<file path="config.mk">
export PLATFORM = sky130hd
export DESIGN_NAME = i2s_mic_pair_ctrl
export DESIGN_NICKNAME = d
export VERILOG_FILES = /design/src/rtl/i2s_mic_pair_ctrl.sv
export SDC_FILE = /design/constraint.sdc
export NUM_CORES = 1
export LEC_CHECK = 0
export CAP_MARGIN = 15
export CORE_MARGIN = 3
export CORE_UTILIZATION = 55
export CTS_BUF_LIST = sky130_fd_sc_hd__clkbuf_4
export DETAILED_ROUTE_END_ITERATION = 8
export MAX_ROUTING_LAYER = met4
export PLACE_DENSITY_LB_ADDON = 0.25
export SLEW_MARGIN = 25
export SYNTH_ARGS = -nofsm -noshare
export SYNTH_HDL_FRONTEND = slang
export SYNTH_SLANG_ARGS = --single-unit
</file>
<file path="constraint.sdc">
create_clock -name clk -period 2.6 [get_ports clk]
set_input_delay 0.52 -clock clk [delete_from_list [all_inputs] [get_ports clk]]
set_output_delay 0.52 -clock clk [all_outputs]
set_load 0.03 [all_outputs]
</file>
<file path="src/rtl/i2s_mic_pair_ctrl.sv">
// rtl/i2s_mic_pair_ctrl.sv - I2S master and capture scheduler for one stereo mic pair
module i2s_mic_pair_ctrl #(
  parameter int WIDTH          = 16,
  parameter int SLOT           = 32,
  parameter int CLK_DIV        = 4,
  parameter int STARTUP_FRAMES = 2
) (
  input  logic             clk,
  input  logic             rst,
  input  logic             enable,
  output logic             sck,
  output logic             ws,
  input  logic             sd,
  output logic [WIDTH-1:0] sample_left,
  output logic [WIDTH-1:0] sample_right,
  output logic             sample_valid,
  input  logic             sample_ready,
  output logic             overflow,
  output logic             active
);

  localparam int DW  = $clog2(CLK_DIV);
  localparam int BW  = $clog2(2*SLOT);
  localparam int WCW = $clog2(STARTUP_FRAMES + 2);

  localparam logic [DW-1:0]  DIV_LAST  = DW'(CLK_DIV - 1);
  localparam logic [DW-1:0]  DIV_HALF  = DW'(CLK_DIV / 2);
  localparam logic [DW-1:0]  DIV_PRE   = DW'(CLK_DIV / 2 - 1);
  localparam logic [BW-1:0]  BIT_LAST  = BW'(2*SLOT - 1);
  localparam logic [BW-1:0]  BIT_SLOT  = BW'(SLOT);
  localparam logic [WCW-1:0] WARM_INIT = WCW'(STARTUP_FRAMES);

  typedef enum logic [1:0] {IDLE, WARMUP, RUN, STOP} state_t;

  state_t            state, state_nxt;
  logic [DW-1:0]     div, div_nxt;
  logic [BW-1:0]     bitcnt, bit_nxt;
  logic [WCW-1:0]    warm_cnt;
  logic              stop_push;
  logic              frame_done, rise, push, warm_dec, idle_exit;
  logic              in_right;
  logic [BW-1:0]     pos;
  logic [WIDTH-1:0]  left_asm, right_asm;

  logic [2*WIDTH-1:0] mem [2];
  logic               rd_ptr, wr_ptr;
  logic [1:0]         count;
  logic               pop, accept;

  assign active     = (state != IDLE);
  assign frame_done = active && (div == DIV_LAST) && (bitcnt == BIT_LAST);
  assign rise       = active && (div == DIV_PRE);
  assign in_right   = (bitcnt >= BIT_SLOT);
  assign pos        = in_right ? (bitcnt - BIT_SLOT) : bitcnt;

  always_ff @(posedge clk) begin
    if (rst) state <= IDLE;
    else     state <= state_nxt;
  end

  // A frame finishing on the same edge enable drops goes straight to IDLE
  // rather than starting a fresh frame in STOP.
  always_comb begin
    state_nxt = state;
    push      = 1'b0;
    warm_dec  = 1'b0;
    idle_exit = 1'b0;
    case (state)
      IDLE: begin
        if (enable) begin
          idle_exit = 1'b1;
          state_nxt = (STARTUP_FRAMES > 0) ? WARMUP : RUN;
        end
      end
      WARMUP: begin
        if (frame_done) begin
          warm_dec = 1'b1;
          if (!enable)                    state_nxt = IDLE;
          else if (warm_cnt == WCW'(1))   state_nxt = RUN;
        end else if (!enable) begin
          state_nxt = STOP;
        end
      end
      RUN: begin
        if (frame_done) begin
          push = 1'b1;
          if (!enable) state_nxt = IDLE;
        end else if (!enable) begin
          state_nxt = STOP;
        end
      end
      STOP: begin
        if (frame_done) begin
          push      = stop_push;
          state_nxt = IDLE;
        end
      end
      default: state_nxt = IDLE;
    endcase
  end

  always_comb begin
    div_nxt = div;
    bit_nxt = bitcnt;
    if (!active) begin
      div_nxt = '0;
      bit_nxt = '0;
    end else if (div == DIV_LAST) begin
      div_nxt = '0;
      bit_nxt = (bitcnt == BIT_LAST) ? '0 : bitcnt + BW'(1);
    end else begin
      div_nxt = div + DW'(1);
    end
  end

  always_ff @(posedge clk) begin
    if (rst) begin
      div       <= '0;
      bitcnt    <= '0;
      sck       <= 1'b0;
      ws        <= 1'b0;
      warm_cnt  <= '0;
      stop_push <= 1'b0;
    end else begin
      div    <= div_nxt;
      bitcnt <= bit_nxt;
      sck    <= (div_nxt >= DIV_HALF);
      ws     <= (bit_nxt >= BIT_SLOT);
      if (idle_exit)     warm_cnt <= WARM_INIT;
      else if (warm_dec) warm_cnt <= warm_cnt - WCW'(1);
      // remembers whether STOP was entered from RUN
      if (state != STOP) stop_push <= (state == RUN);
    end
  end

  // One-bit I2S delay: slot position p carries channel bit WIDTH-p.
  always_ff @(posedge clk) begin
    if (rst) begin
      left_asm  <= '0;
      right_asm <= '0;
    end else begin
      if (active && div == '0 && bitcnt == '0)     left_asm  <= '0;
      if (active && div == '0 && bitcnt == BIT_SLOT) right_asm <= '0;
      if (rise) begin
        for (int i = 0; i < WIDTH; i++) begin
          if (pos == BW'(WIDTH - i)) begin
            if (in_right) right_asm[i] <= sd;
            else          left_asm[i]  <= sd;
          end
        end
      end
    end
  end

  assign sample_valid = (count != 2'd0);
  assign pop          = sample_valid && sample_ready;
  assign accept       = push && ((count != 2'd2) || pop);
  assign sample_left  = mem[rd_ptr][2*WIDTH-1:WIDTH];
  assign sample_right = mem[rd_ptr][WIDTH-1:0];

  always_ff @(posedge clk) begin
    if (rst) begin
      for (int i = 0; i < 2; i++) mem[i] <= '0;
      rd_ptr   <= 1'b0;
      wr_ptr   <= 1'b0;
      count    <= 2'd0;
      overflow <= 1'b0;
    end else begin
      if (accept) begin
        mem[wr_ptr] <= {left_asm, right_asm};
        wr_ptr      <= ~wr_ptr;
      end
      if (pop) rd_ptr <= ~rd_ptr;
      count <= count + {1'b0, accept} - {1'b0, pop};
      if (idle_exit)            overflow <= 1'b0;
      else if (push && !accept) overflow <= 1'b1;
    end
  end

endmodule

</file>
==> impl_metrics.env, run 1 <==
export IMPL_status="complete, no violations"
export IMPL_fp_dieArea_um2=11100
export IMPL_crit_required_ns=2.08
export IMPL_fin_worst_skew_ns=0.0143
export IMPL_grt_pass1_wl_um=18000
export IMPL_numClockSinks=115
export IMPL_slew_violations=0
export IMPL_maxSlewHeadroom=0.433
export IMPL_antenna_found_initial=0
export IMPL_use_met1=0.250
export IMPL_ys_types=52
export IMPL_cts_reportedPaths_clkPinSlew_ns=0.10
export IMPL_synthTopCellsByArea="edfxtp_1 (35%), dfxtp_1 (19%), nor4b_2 (8.0%)"
export IMPL_yosysTopAreaCell="edfxtp_1"
export IMPL_fmax_mhz=425
export IMPL_synth_seq_area_share=0.541
export IMPL_fin_crit_sh=0.906
export IMPL_first_pass_iters=6
export IMPL_postCtsHoldBufs=0
export IMPL_first_iter_violations=275
export IMPL_dpl_hpwl_um=6910
export IMPL_rr_endpoint="count[1]"
export IMPL_synth_top_area_frac=0.353
export IMPL_hold_ws_ns=0.433
export IMPL_grtUsageTotal=0.209
export IMPL_fin_tns_setup_ns=0
export IMPL_die_w_um=105
export IMPL_synth_cells=441
export IMPL_die_h_um=105
export IMPL_syn_cell_area_um2=5440
export IMPL_rsz0062_at_grt="no"
export IMPL_met2_usage=0.346
export IMPL_avgSynthCellArea_um2=12.3
export IMPL_async_flop_share=0
export IMPL_cts_setup_buffers=0
export IMPL_hold_path_end="count[1]"
export IMPL_hold_path_depth=2
export IMPL_postLayoutCoreUtil=0.663
export IMPL_fill_cells=726
export IMPL_grtUsageMet3=0.0441
export IMPL_core_um2=9420
export IMPL_wirelength_um=10900
export IMPL_end_kind="primary output"
export IMPL_critPathMaxFanout=32
export IMPL_area_delta_synth_final_pct=14.8
export IMPL_startpoint_type="register"
export IMPL_synth_ff_type="edfxtp_1"
export IMPL_nNetsFinal=495
export IMPL_synth_edf_count=64
export IMPL_mostFrequentLayoutCells="edfxtp_1 (64), dfxtp_1 (50), o21ai_0 (35)"
export IMPL_ir_worst_vdd_uv=323
export IMPL_cp_arrival_ns=1.83
export IMPL_cts_made_buffers=17
export IMPL_ys_ff_latch=115
export IMPL_grt_max_degree=47
export IMPL_viasPerCell=5.96
export IMPL_max_cap_violations=0
export IMPL_via_count=3709
export IMPL_multi_input_area_um2=2220
export IMPL_drive_gt1_frac=0.249
export IMPL_hp_start="rst"
export IMPL_grt_pass1_vias=3584
export IMPL_h_tree_depth=4
export IMPL_final_hold_violation_count=0
export IMPL_initial_utilization=0.578
export IMPL_postCtsResizedCells=33
export IMPL_setup_violations=0
export IMPL_r2r_start="bitcnt[0]"
export IMPL_cts_tree="yes"
export IMPL_grt_busiest_layer="met2"
export IMPL_clock_path_buffers=2
export IMPL_finalWeightedCongestion=0.837
export IMPL_clock_latency_ns=0.52
export IMPL_antenna_cells=0
export IMPL_total_power_mw=4.42
export IMPL_ff2ff_path_depth=11
export IMPL_wl_per_cell_um=17.5
export IMPL_ff2ff_setup_slack_ns=0.43
export IMPL_worst_pin_slew_ns=0.843
export IMPL_leakagePower_nw=2.04
export IMPL_ios=42
export IMPL_regArea_um2=2940
export IMPL_ant_nets=0
export IMPL_ys_warn_count=0
export IMPL_clock_tree_root_cell="clkbuf_4"
export IMPL_syn_num_nets=456
export IMPL_final_common_cell="edfxtp_1"
export IMPL_overflow=0
export IMPL_portBuffers=41
export IMPL_rows=35
export IMPL_cellPowerDensity_nw_per_um2=708
export IMPL_period_needed_ns=2.35
export IMPL_critical_path_class="register to primary output"
export IMPL_hold_path_class="input pin to register"
export IMPL_post_route_drc_count=0
layer usage:
| metal | routed length (um) | part of all wire |
|---|---|---|
| met5 | 0 | 0 |
| met2 | 5650 | 0.52 |
| met3 | 502 | 0.046 |
| met1 | 4580 | 0.42 |
| met4 | 173 | 0.016 |
cell usage after synthesis, types with 12 or more instances:
cell,number
dfxtp_1,51
and2_1,20
clkbuf_1,18
nor4b_1,18
nand3_1,12
o21ai_0,35
nor4b_2,29
o22ai_1,29
mux2_2,33
edfxtp_1,64
nor2_1,18
nand2_1,15
power breakdown:
part	leakage [nW]	internal, mW	total (mW)	switching [mW]
Clock	0.178	0.881	1.53	0.653
Sequential	1.02	1.99	2.03	0.0356
Combinational	0.841	0.349	0.858	0.510
Total	2.04	3.22	4.42	1.20
cell type report:
| type | count | share of cell area |
|---|---|---|
| inverters | 11 | 0.00661 |
| flip-flops and latches | 115 | 0.472 |
| repair buffers | 59 | 0.0860 |
| clock inverters | 12 | 0.0301 |
| clock buffers | 20 | 0.0240 |
| multi-input cells | 276 | 0.356 |
| well taps | 129 | 0.0259 |
through the flow:
step,instance area (um^2),cells,setup slack (ns)
after floorplan,5440,441,0.116
after global placement,5950,590,0.277
after detailed placement,5950,590,0.204
after CTS,6240,622,0.209
after global routing,6240,622,0.156
final,6240,622,0.245
worst max path at each step:
stage | cells past startpoint | endpoint
finish | 3 | sample_left[6]
global route | 3 | sample_right[2]
CTS | 3 | sample_right[2]
detailed placement | 11 | count[1]
global placement | 11 | count[1]
floorplan | 14 | count[1]
registers in the layout, indices dropped and copies added (netlist names), named ones only:
register and count:
div 2, stop_push 1, overflow 1, rd_ptr 1
state 2, right_asm 16, count 2, wr_ptr 1
left_asm 16, mem 64, warm_cnt 2, bitcnt 6
cells by family after synthesis:
group                      count (synthesis)  synth area share
and+or+nand+nor                          144             0.214
DFF                                      115             0.541
AOI/OAI and AO/OA                         82            0.0925
buffers and inverters                     50            0.0502
muxes                                     33            0.0683
adders and majority gates                 10            0.0230
xor gates and xnor gates                   7            0.0113
critical path, stage by stage, from the launching register on:
cell           delay (ns)
dfxtp_1              0.37
buf_12               0.22
mux2_2               0.36
dlygate4sd2_1        0.36
(Power assumes the default switching activity.)
==> run 2: changes to the inputs <==
--- a/config.mk
+++ b/config.mk
@@ -10,6 +10,7 @@
 export CORE_UTILIZATION = 55
 export CTS_BUF_LIST = sky130_fd_sc_hd__clkbuf_4
 export DETAILED_ROUTE_END_ITERATION = 8
+export HOLD_SLACK_MARGIN = 0.12
 export MAX_ROUTING_LAYER = met4
 export PLACE_DENSITY_LB_ADDON = 0.25
 export SLEW_MARGIN = 25
==> results of run 2 <==
No change in the layout: final DEF, timing and power equal those of run 1.
